`config.mk`:
```
export PLATFORM = sky130hd
export DESIGN_NAME = wb4_to_pi1
export DESIGN_NICKNAME = d
export VERILOG_FILES = /design/src/rtl/wb4_to_pi1_pkg.sv /design/src/rtl/wb4_to_pi1_fifo.sv /design/src/rtl/wb4_to_pi1.sv
export SDC_FILE = /design/constraint.sdc
export NUM_CORES = 1
export LEC_CHECK = 0
export CORE_MARGIN = 2
export CORE_UTILIZATION = 48
export DETAILED_ROUTE_END_ITERATION = 7
export PLACE_DENSITY = 0.74
export SKIP_LAST_GASP = 1
export SLEW_MARGIN = 20
export SYNTH_ARGS = -nofsm -noshare
export SYNTH_HDL_FRONTEND = slang
export SYNTH_SLANG_ARGS = --single-unit
```
`constraint.sdc`:
```
create_clock -name clk_i -period 2.88 [get_ports clk_i]
set_input_delay 0.576 -clock clk_i [delete_from_list [all_inputs] [get_ports clk_i]]
set_output_delay 0.576 -clock clk_i [all_outputs]
set_load 0.02 [all_outputs]
```
`src/rtl/wb4_to_pi1_pkg.sv`:
```
// Shared definitions for the WB4 -> PI1 bridge: PI1 op encodings, FSM states
// and a constant-evaluable clog2 used to size ports and FIFO pointers.
package wb4_to_pi1_pkg;

  localparam logic [1:0] PINOOP = 2'd0;
  localparam logic [1:0] PIWROP = 2'd1;
  localparam logic [1:0] PIRDOP = 2'd2;
  localparam logic [1:0] PIRWOP = 2'd3;

  typedef enum logic [1:0] {
    ST_IDLE   = 2'd0,
    ST_ISSUE  = 2'd1,
    ST_RDWAIT = 2'd2
  } state_e;

  function automatic int clog2(input int v);
    int r;
    r = 0;
    for (int i = 0; i < 31; i++) begin
      if ((1 << i) < v) r = i + 1;
    end
    return r;
  endfunction

endpackage

```
`src/rtl/wb4_to_pi1_fifo.sv`:
```
// In-order request FIFO: push/pop in the same cycle keeps the count, flush empties it.
// Zero-latency head (rdata_o is the oldest entry); a push while full is dropped.
module wb4_to_pi1_fifo
  import wb4_to_pi1_pkg::*;
#(
  parameter int WIDTH = 8,
  parameter int DEPTH = 4
) (
  input  logic                  clk_i,
  input  logic                  rst_ni,
  input  logic                  push_i,
  input  logic                  pop_i,
  input  logic                  flush_i,
  input  logic [WIDTH-1:0]      wdata_i,
  output logic [WIDTH-1:0]      rdata_o,
  output logic                  full_o,
  output logic                  empty_o,
  output logic [clog2(DEPTH):0] count_o
);

  localparam int PW = clog2(DEPTH);
  localparam int CW = PW + 1;

  logic [WIDTH-1:0] mem_q [DEPTH];
  logic [PW-1:0]    wr_ptr_q, rd_ptr_q;
  logic [CW-1:0]    count_q;
  logic             do_push, do_pop;

  assign full_o  = (count_q == CW'(DEPTH));
  assign empty_o = (count_q == '0);
  assign count_o = count_q;
  assign rdata_o = mem_q[rd_ptr_q];
  assign do_push = push_i & ~full_o & ~flush_i;
  assign do_pop  = pop_i & ~empty_o;

  always_ff @(posedge clk_i or negedge rst_ni) begin
    if (!rst_ni) begin
      wr_ptr_q <= '0;
      rd_ptr_q <= '0;
      count_q  <= '0;
    end else if (flush_i) begin
      wr_ptr_q <= '0;
      rd_ptr_q <= '0;
      count_q  <= '0;
    end else begin
      if (do_push) wr_ptr_q <= wr_ptr_q + 1'b1;
      if (do_pop)  rd_ptr_q <= rd_ptr_q + 1'b1;
      count_q <= count_q + CW'(do_push) - CW'(do_pop);
    end
  end

  // Storage needs no reset: entries are only read while counted valid.
  always_ff @(posedge clk_i) begin
    if (do_push) mem_q[wr_ptr_q] <= wdata_i;
  end

endmodule

```
`src/rtl/wb4_to_pi1.sv`:
```
// WB4 pipelined slave to PI1 master bridge; write ack 1 cycle after PI1 accept, read ack 1 cycle after data.
// Stalls when the request FIFO is full, cyc is low, or an aborted op is still retiring.
module wb4_to_pi1
  import wb4_to_pi1_pkg::*;
#(
  parameter int ARCHBITSZ = 32,
  parameter int FIFODEPTH = 4
) (
  input  logic                                          clk_i,
  input  logic                                          rst_ni,
  input  logic                                          wb4_cyc_i,
  input  logic                                          wb4_stb_i,
  input  logic                                          wb4_we_i,
  input  logic [ARCHBITSZ-1:0]                          wb4_addr_i,
  input  logic [ARCHBITSZ-1:0]                          wb4_data_i,
  input  logic [ARCHBITSZ/8-1:0]                        wb4_sel_i,
  output logic                                          wb4_stall_o,
  output logic                                          wb4_ack_o,
  output logic [ARCHBITSZ-1:0]                          wb4_data_o,
  output logic [1:0]                                    pi1_op_o,
  output logic [ARCHBITSZ-clog2(ARCHBITSZ/8)-1:0]       pi1_addr_o,
  output logic [ARCHBITSZ-1:0]                          pi1_data_o,
  input  logic [ARCHBITSZ-1:0]                          pi1_data_i,
  output logic [ARCHBITSZ/8-1:0]                        pi1_sel_o,
  input  logic                                          pi1_rdy_i
);

  localparam int SELSZ = ARCHBITSZ / 8;
  localparam int OFFW  = clog2(SELSZ);
  localparam int ADDRW = ARCHBITSZ - OFFW;
  localparam int ENTW  = 1 + ADDRW + ARCHBITSZ + SELSZ;
  localparam int CW    = clog2(FIFODEPTH) + 1;

  state_e                 state_q, state_d;
  logic                   ack_q, ack_d;
  logic                   abort_q, abort_d;
  logic                   live_q;
  logic [ARCHBITSZ-1:0]   rdata_q, rdata_d;

  logic [ENTW-1:0]        push_dat, head;
  logic                   fifo_full, fifo_empty, push, pi_acc, issue_active;
  logic [CW-1:0]          fifo_count;
  logic                   head_we;
  logic                   unused_addr;

  assign unused_addr = ^wb4_addr_i[OFFW-1:0];
  assign push_dat    = {wb4_we_i, wb4_addr_i[ARCHBITSZ-1:OFFW], wb4_data_i, wb4_sel_i};

  // live_q holds stall high from async reset assertion until the first clock after release.
  assign wb4_stall_o = ~live_q | fifo_full | ~wb4_cyc_i | abort_q;
  assign push        = wb4_cyc_i & wb4_stb_i & ~wb4_stall_o;

  wb4_to_pi1_fifo #(.WIDTH(ENTW), .DEPTH(FIFODEPTH)) u_fifo (
    .clk_i   (clk_i),
    .rst_ni  (rst_ni),
    .push_i  (push),
    .pop_i   (pi_acc),
    .flush_i (~wb4_cyc_i),
    .wdata_i (push_dat),
    .rdata_o (head),
    .full_o  (fifo_full),
    .empty_o (fifo_empty),
    .count_o (fifo_count)
  );

  // The head is driven straight from the FIFO so IDLE issues without a bubble.
  assign head_we      = head[ENTW-1];
  assign issue_active = (state_q != ST_RDWAIT) & ~fifo_empty;
  assign pi_acc       = issue_active & pi1_rdy_i;
  assign pi1_op_o     = issue_active ? (head_we ? PIWROP : PIRDOP) : PINOOP;
  assign pi1_addr_o   = issue_active ? head[ENTW-2 -: ADDRW] : '0;
  assign pi1_data_o   = issue_active ? head[SELSZ +: ARCHBITSZ] : '0;
  assign pi1_sel_o    = issue_active ? head[SELSZ-1:0] : '0;

  assign wb4_ack_o    = ack_q & wb4_cyc_i;
  assign wb4_data_o   = rdata_q;

  always_comb begin
    state_d = state_q;
    ack_d   = 1'b0;
    rdata_d = rdata_q;
    abort_d = abort_q;
    case (state_q)
      ST_IDLE, ST_ISSUE: begin
        if (!issue_active) begin
          state_d = ST_IDLE;
        end else if (!pi1_rdy_i) begin
          state_d = ST_ISSUE;
        end else if (head_we) begin
          ack_d   = wb4_cyc_i & ~abort_q;
          state_d = (fifo_count > CW'(1)) ? ST_ISSUE : ST_IDLE;
        end else begin
          state_d = ST_RDWAIT;
        end
      end
      ST_RDWAIT: begin
        if (pi1_rdy_i) begin
          rdata_d = pi1_data_i;
          ack_d   = wb4_cyc_i & ~abort_q;
          state_d = ST_IDLE;
        end
      end
      default: state_d = ST_IDLE;
    endcase
    // An op already handed to PI1 when cyc drops must retire silently before new requests.
    if (!wb4_cyc_i && (pi_acc || state_q == ST_RDWAIT)) abort_d = 1'b1;
    else if (state_q != ST_RDWAIT)                        abort_d = 1'b0;
  end

  always_ff @(posedge clk_i or negedge rst_ni) begin
    if (!rst_ni) begin
      state_q <= ST_IDLE;
      ack_q   <= 1'b0;
      abort_q <= 1'b0;
      live_q  <= 1'b0;
      rdata_q <= '0;
    end else begin
      state_q <= state_d;
      ack_q   <= ack_d;
      abort_q <= abort_d;
      live_q  <= 1'b1;
      rdata_q <= rdata_d;
    end
  end

endmodule

```
==> results of run 1 <==
## metrics by stage
stage	TNS, ns	hold WS [ns]	instances	util (%)	total power [uW]
2_1_floorplan	0	0.280	571	-	8590
3_3_place_gp	0	0.487	1094	60.2	11000
3_5_place_dp	0	0.496	1094	60.2	11100
4_1_cts	-3.03	0.198	1167	64.7	15000
5_1_grt	-2.18	0.0554	1174	65.7	16000
6_report	0	0.0250	1174	65.7	15300
## kinds of logic (layout without fill, tap and decap cells)
| family | count (synthesis) | count (layout) | share of synthesized area (%) |
|---|---|---|---|
| DFF | 312 | 312 | 76.2 |
| xor gates and xnor gates | 1 | 1 | 0.0730 |
| and+or+nand+nor | 96 | 96 | 4.90 |
| other | 1 | 1 | 0.0312 |
| adders and majority gates | 8 | 8 | 0.896 |
| AOI/OAI and AO/OA | 6 | 6 | 0.344 |
| muxes | 102 | 102 | 15.8 |
| buffers and inverters | 45 | 324 | 1.71 |
## final timing paths
path / startpoint / end / slack, ns / depth (start not counted)
hold / removal: rst_ni / wb4_data_o[14] / 0.02 / 1
min in group clk_i: wb4_data_o[28] / wb4_data_o[28] / 0.50 / 1
setup reg to reg: u_fifo.count_o[0] / u_fifo.count_o[2] / 0.54 / 9
setup / recovery: u_fifo.rd_ptr_q[0] / pi1_data_o[20] / 0.001 / 6
max in group asynchronous: rst_ni / u_fifo.rd_ptr_q[1] / 2.42 / 1
hold reg to reg: wb4_data_o[28] / wb4_data_o[28] / 0.50 / 1
## registers in the layout, summed over array words and instances (netlist names)
register and flops:
u_fifo.mem_q 268, state_q 2, abort_q 1, wb4_data_o 32
u_fifo.rd_ptr_q 2, u_fifo.wr_ptr_q 2, ack_q 1, u_fifo.count_o 3
live_q 1
## metal layers
metal	vias up	track usage, %	share of wire [%]
li1	2823	-	-
met3	41	3.52	6.0
met1	3294	24.5	41
met5	-	0	0
met2	222	33.0	50
met4	0	5.35	2.2
## layout make-up
type / instances / area (sq um) / area share (%)
Multi-Input combinational cell: 214 / 2770 / 17.2
Clock buffer: 45 / 920 / 5.72
Inverter: 10 / 37.5 / 0.234
Tap cell: 324 / 405 / 2.52
Clock inverter: 13 / 154 / 0.958
Sequential cell: 312 / 9160 / 57.0
Timing Repair Buffer: 256 / 2630 / 16.4
## cells in the final DEF (no fill, tap or decap), drive strengths merged, types with 6 or more instances in the layout
cell	instances
and3	67
clkdlybuf4s15	14
dfrtp	44
inv	11
ha	7
edfxtp	268
mux4	67
mux2	32
and2	7
clkdlybuf4s50	136
clkbuf	65
buf	83
nand2	6
## power breakdown
| part | switching (uW) | internal (uW) | leakage, uW |
|---|---|---|---|
| sequential | 202 | 5320 | 0.00296 |
| clock | 1610 | 2480 | 0.000524 |
| combinational | 2870 | 2850 | 0.00226 |
## what timing repair did
item / in CTS / in global routing
cloned: 2 / 3
pin swaps: 0 / 0
setup endpoints to repair: 68 / 66
buffers inserted: 13 / 6
resized for setup: 185 / 104
endpoints found under the hold margin: 0 / 0
==> impl_metrics.ini, run 1 <==
[run_status]
outcome = complete, no violations

[global_routing]
grt_use_total_pct = 18.9
antenna_found_initial = 0
grt_pass1_vias = 6901
grt-ovfl-total = 0
grt_max_degree = 45
grt_pass1_wl_microns = 38400

[synthesis]
synth_seq_area_share_pct = 76.2
syn_avg_cell_area_sq_um = 21.0
ys.flop_type = edfxtp_1
syn_inst = 571
yosys_warnings = 0
ys_async_sr_fraction_pct = 14.1
synth_area_leaders = edfxtp_1 67%, mux4_2 13%, dfrtp_1 9.2%
yosysTopAreaCell = edfxtp_1
ys_ff_latch = 312
synth_nets = 685
synth_top_area_share_pct = 67.0
ys_top_cells_by_count = 268 x edfxtp_1, 67 x and3_1, 67 x mux4_2, 44 x dfrtp_1, 32 x mux2_2
synth.distinct_cells = 31
syn_area_sq_um = 12000
synth_edf_count = 268
post-synth-top-count-cell = edfxtp_1

[floorplanning]
die_x_microns = 162
die_area_sq_um = 26300
num_io_pins = 208
start_util_pct = 49.1
dieHeight_microns = 162
row_count = 57
core_sq_um = 24500

[critical_path]
worst-path-buf-inv = 4
path_cells = buf_4 > buf_6 > clkbuf_16 > mux4_2 > and3_1 > clkbuf_2
worst_path_max_delay_cell = dfrtp_4
critPathCaptureType = output port
max_stage_delay_ns = 0.49
arrival_ns = 2.30
path_class = register to output port
cp_max_fo = 8
crit_required_ns = 2.30
cp-start-kind = register
cp_top_family = buffers and inverters

[timing]
final_max_slew_viol_count = 0
fin_crit_sh_pct = 100
max_freq_mhz = 347
hold_viol = 0
rsz0062_at_grt = yes
tightestPinTransition_ns = 0.554
fin_crit_ns = 2.88
maxSlewHeadroom_pct = 63.1
setup_slack_ns = 0.00141
setup_viol = 0
clock-skew-final_ns = 0.0163

[placed_design]
dp_slack_ns = 0.0584
dpl.hpwl_microns = 15000
io_buffers = 205
placed_area_sq_um = 14700
place.gp.congestion = 0.782

[layout]
fill_cells = 1638
final_cell_area_sq_um = 16100
antennaDiodeCount = 0
syn2layout_area_growth_pct = 33.9
drive_gt1_share_pct = 33.8
fin_nets = 939

[route]
dr.pass1.iters = 4
first_iter_violations = 400
drc = 0
ant_nets = 0
post_drt_wl_per_cell_microns = 21.5
viasPerCell = 5.43
vias = 6380
totalWireLength_microns = 25300

[clock_tree]
root_buffer = clkbuf_16
ctsLongestPathBuffers = 3
path_clk_slew_ns = 0.06
cts_tree = done
clock_insertion_delay_worst_skew_ns = 0.55
cts_hold_buffers = 0
clock-sinks = 312
htree_num_levels = 1
cts_buffers = 31

[pwr]
power_density_nw_per_um2 = 955
ir_drop_v = 0.000519
p_leak_uw = 0.00574

[hold_path]
hold_path.class = input pin to asynchronous set/reset pin

[job]
drv_cap = 0
Note: power is estimated with default switching activity, not from simulation.
==> run 2: changes to the inputs <==
--- a/config.mk
+++ b/config.mk
@@ -9,7 +9,7 @@
 export CORE_UTILIZATION = 48
 export DETAILED_ROUTE_END_ITERATION = 7
 export PLACE_DENSITY = 0.74
-export SKIP_LAST_GASP = 1
+export SETUP_SLACK_MARGIN = 0.05
 export SLEW_MARGIN = 20
 export SYNTH_ARGS = -nofsm -noshare
 export SYNTH_HDL_FRONTEND = slang
==> impl_metrics.ini, run 2 (synthesized netlist as in run 1, its figures left out) <==
[critical_path]
critPathCaptureType = output port
worst-path-buf-inv = 4
crit_required_ns = 2.30
arrival_ns = 2.24
cp-start-kind = register
cp_top_family = buffers and inverters
worst_path_max_delay_cell = dfrtp_4
max_stage_delay_ns = 0.51
path_cells = buf_8 > buf_16 > buf_12 > mux4_2 > and3_1 > buf_2
path_class = register to output port
cp_max_fo = 9

[timing]
max_freq_mhz = 355
fin_hold_ws_ns = 0.0284
setup_viol = 0
fin_crit_ns = 2.82
tightestPinTransition_ns = 0.551
maxSlewHeadroom_pct = 63.3
clock-skew-final_ns = 0.0165
hold_viol = 0
final_max_slew_viol_count = 0
rsz0062_at_grt = yes
fin_crit_sh_pct = 97.9

[floorplanning]
core_sq_um = 24500
num_io_pins = 208
die_area_sq_um = 26300
start_util_pct = 49.1
dieHeight_microns = 162
die_x_microns = 162
row_count = 57

[layout]
multiInputGateArea_sq_um = 2730
largest_reg_flops = 268
final-seq-area_sq_um = 9160
top_register = u_fifo.mem_q
fin_cells = 1172
mostFrequentLayoutCells = 268 x edfxtp_1, 135 x clkdlybuf4s50_1, 67 x mux4_2, 54 x and3_1, 51 x buf_2
final_common_cell = edfxtp_1
fill_cells = 1654
fin_nets = 937
syn2layout_area_growth_pct = 33.2
drive_gt1_share_pct = 34.7
antennaDiodeCount = 0

[global_routing]
grt-ovfl-total = 0
grt_pass1_wl_microns = 39200
antenna_found_initial = 0
grt_max_degree = 45
grt_pass1_vias = 6922
grt_use_total_pct = 19.5

[clock_tree]
clock_insertion_delay_worst_skew_ns = 0.55
ctsLongestPathBuffers = 3
cts_hold_buffers = 0
htree_num_levels = 1
clock-sinks = 312
cts_tree = done
cts_buffers = 31
path_clk_slew_ns = 0.06
root_buffer = clkbuf_16

[route]
totalWireLength_microns = 25600
dr.pass1.iters = 5
post_drt_wl_per_cell_microns = 21.8
drc = 0
first_iter_violations = 388
vias = 6415
ant_nets = 0
viasPerCell = 5.47

[run_status]
outcome = complete, no violations

[hold_path]
hold_path.class = input pin to asynchronous set/reset pin

[pwr]
power_density_nw_per_um2 = 954
power.total_uw = 15300
ir_drop_v = 0.000514
p_leak_uw = 0.00577

[placed_design]
dpl.cell_count = 1094
dpl.hpwl_microns = 15000
io_buffers = 205
place.gp.congestion = 0.782

[job]
drv_cap = 0
## run 2: worst reg2reg max path, cell delays in order (launching register included)
cell,delay (ns)
dfrtp_1,0.41
nor3_1,0.44
nor3_1,0.17
ha_1,0.30
inv_1,0.05
ha_1,0.13
inv_1,0.05
fa_1,0.40
xor2_1,0.15
and2_1,0.15
## run 2: path summary, 6_finish.rpt
kind	endpoint	cells after the start	startpoint	slack (ns)
worst max-delay path	pi1_addr_o[28]	6	u_fifo.rd_ptr_q[0]	0.06
max in group asynchronous	u_fifo.rd_ptr_q[1]	1	rst_ni	2.43
worst max register to register	u_fifo.count_o[2]	9	u_fifo.count_o[0]	0.53
min in group clk_i	wb4_data_o[28]	1	wb4_data_o[28]	0.50
worst min-delay path	u_fifo.wr_ptr_q[0]	1	rst_ni	0.03
worst min register to register	wb4_data_o[28]	1	wb4_data_o[28]	0.50
## run 2: through the flow
step / setup TNS [ns] / area [sq um] / worst slack (ns) / util, %
3_5_place_dp: 0 / 14700 / 0.0584 / 60.2
4_1_cts: 0 / 16000 / 0.0216 / 65.3
3_3_place_gp: 0 / 14700 / 0.142 / 60.2
2_1_floorplan: 0 / 12000 / 0.364 / -
6_report: 0 / 16000 / 0.0601 / 65.4
5_1_grt: -0.0155 / 16000 / -0.0112 / 65.4
## run 2: repair_timing
| item | in CTS | in global routing |
|---|---|---|
| pin swaps | 0 | 0 |
| resized for setup | 290 | 35 |
| cloned | 7 | 2 |
| hold endpoints to repair | 0 | 0 |
| setup endpoints to repair | 68 | 40 |
| buffers inserted | 11 | 1 |
## run 2: area by class of cell
class                   count  share of cell area, %
clock buffers              45                   5.75
clock inverters            13                  0.963
inverters                  10                  0.235
multi-input cells         214                   17.1
flip-flops and latches    312                   57.3
well taps                 324                   2.54
repair buffers            254                   16.2
## run 2: power breakdown
part / switching, uW / total [uW] / internal (uW)
Combinational: 2880 / 5650 / 2770
Sequential: 196 / 5520 / 5320
Clock: 1610 / 4090 / 2480
## run 2: layer usage
layer  GRT usage, %  wire (microns)  part of all wire, %  up-vias
met1           25.8           10100                   40     3279
met5              0               0                    0        -
met2           33.9           13000                   51      263
met4           5.43             637                  2.5        0
met3           3.27            1870                  7.3       46
li1               -               -                    -     2827
==> run 3: changes to the inputs <==
--- a/config.mk
+++ b/config.mk
@@ -5,9 +5,11 @@
 export SDC_FILE = /design/constraint.sdc
 export NUM_CORES = 1
 export LEC_CHECK = 0
+export CAP_MARGIN = 30
 export CORE_MARGIN = 2
 export CORE_UTILIZATION = 48
 export DETAILED_ROUTE_END_ITERATION = 7
+export MAX_ROUTING_LAYER = met4
 export PLACE_DENSITY = 0.74
 export SETUP_SLACK_MARGIN = 0.05
 export SLEW_MARGIN = 20
==> impl_metrics.ini, run 3 (synthesized netlist as in run 1, its figures left out) <==
[run_status]
outcome = complete, no violations

[layout]
top_register = u_fifo.mem_q
antennaDiodeCount = 0
fin_nets = 937
largest_reg_flops = 268
final_common_cell = edfxtp_1
mostFrequentLayoutCells = 268 x edfxtp_1, 135 x clkdlybuf4s50_1, 67 x mux4_2, 54 x and3_1, 51 x buf_2
final_util_pct = 65.4
drive_gt1_share_pct = 34.7
syn2layout_area_growth_pct = 33.2
fill_cells = 1654

[pwr]
switching_share_pct = 30.7
power_density_nw_per_um2 = 954
power_frac_seq_pct = 36.2
p_clk_share_pct = 26.8
p_leak_uw = 0.00577
p_switching_uw = 4690
combinationalPowerShare_pct = 37.0
intPower_uw = 10600
ir_drop_v = 0.000515

[timing]
clock-skew-final_ns = 0.0176
fin_crit_sh_pct = 97.9
rsz0062_at_grt = yes
hold_viol = 0
tightestPinTransition_ns = 0.546
maxSlewHeadroom_pct = 63.6
final_max_slew_viol_count = 0
fin_hold_ws_ns = 0.0261
max_freq_mhz = 355
setup_viol = 0
fin_crit_ns = 2.82

[global_routing]
grt_use_total_pct = 20.1
grt_max_degree = 45
grt-ovfl-total = 0
antenna_found_initial = 0
grt_pass1_wl_microns = 39300
grt_pass1_vias = 6905

[critical_path]
cp_top_family = buffers and inverters
worst-path-buf-inv = 4
max_stage_delay_ns = 0.51
arrival_ns = 2.24
cp_max_fo = 9
cp-start-kind = register
path_class = register to output port
crit_required_ns = 2.30
crit_cells = 6
worstRegToRegCells = 9
worst_path_max_delay_cell = dfrtp_4
critPathCaptureType = output port
path_cells = buf_8 > buf_16 > buf_12 > mux4_2 > and3_1 > buf_2

[hold_path]
hold_path.class = input pin to asynchronous set/reset pin

[clock_tree]
path_clk_slew_ns = 0.06
root_buffer = clkbuf_16
cts_tree = done
cts_buffers = 31
clock-sinks = 312
ctsLongestPathBuffers = 3
htree_num_levels = 1
clock_insertion_delay_worst_skew_ns = 0.55

[placed_design]
io_buffers = 205
place.gp.congestion = 0.793
dpl.hpwl_microns = 15000

[route]
post_drt_wl_per_cell_microns = 21.9
totalWireLength_microns = 25700
vias = 6424
first_iter_violations = 371
viasPerCell = 5.48
dr.pass1.iters = 4
ant_nets = 0
drc = 0

[floorplanning]
core_sq_um = 24500
die_x_microns = 162
row_count = 57
die_area_sq_um = 26300
start_util_pct = 49.1
num_io_pins = 208
dieHeight_microns = 162

[job]
drv_cap = 0
-- run 3: cell type report --
| class | count | area [sq um] | share of cell area, % |
|---|---|---|---|
| clock buffer | 45 | 920 | 5.75 |
| clock inverter | 13 | 154 | 0.963 |
| inverter | 10 | 37.5 | 0.235 |
| multi-input combinational | 214 | 2730 | 17.1 |
| sequential | 312 | 9160 | 57.3 |
| tap | 324 | 405 | 2.54 |
| timing repair buffer | 254 | 2590 | 16.2 |
-- run 3: worst paths after layout --
check | start | to | slack [ns]
max in group asynchronous | rst_ni | u_fifo.rd_ptr_q[1] | 2.43
setup reg to reg | u_fifo.count_o[0] | u_fifo.count_o[2] | 0.54
hold / removal | rst_ni | u_fifo.wr_ptr_q[0] | 0.03
min in group clk_i | wb4_data_o[13] | wb4_data_o[13] | 0.50
hold reg to reg | wb4_data_o[13] | wb4_data_o[13] | 0.50
setup / recovery | u_fifo.rd_ptr_q[0] | pi1_addr_o[28] | 0.06
-- run 3: power groups by stage --
stage / logic, uW / registers (uW) / clock network (uW)
after floorplan: 2750 / 5840 / 0
after global placement: 5410 / 5580 / 0
after detailed placement: 5450 / 5620 / 0
after CTS: 5650 / 5520 / 4180
after global routing: 6000 / 5560 / 4360
final: 5650 / 5520 / 4090
-- run 3: worst register-to-register path: cells and delay by family, from the launching register on --
family        cells  cell delay (ns)
simple gates      3             0.75
buf+inv           2             0.10
fa+ha+maj         3             0.83
flops             1             0.41
xor+xnor          1             0.15
-- run 3: metrics by stage --
| stage | instance area [sq um] | std cells | worst slack, ns | power (uW) | TNS (ns) |
|---|---|---|---|---|---|
| finish | 16000 | 1172 | 0.0601 | 15300 | 0 |
| global placement | 14700 | 1094 | 0.142 | 11000 | 0 |
| CTS | 16000 | 1170 | 0.0216 | 15300 | 0 |
| floorplan | 12000 | 571 | 0.364 | 8590 | 0 |
| global route | 16000 | 1172 | -0.0112 | 15900 | -0.0155 |
| detailed placement | 14700 | 1094 | 0.0584 | 11100 | 0 |
-- run 3: per-layer routing --
layer | track usage, % | routed length [microns] | vias up
li1 | - | - | 2825
met1 | 25.8 | 10600 | 3317
met2 | 33.8 | 12900 | 237
met3 | 3.14 | 1470 | 45
met4 | 5.43 | 639 | 0
met5 | - | 0 | -
-- run 3: timing repair --
action,CTS,global route
endpoints found under the setup margin,68,40
setup buffers,11,1
pin swaps,0,0
cloned,7,2
hold buffers,0,0
resized for setup,290,35
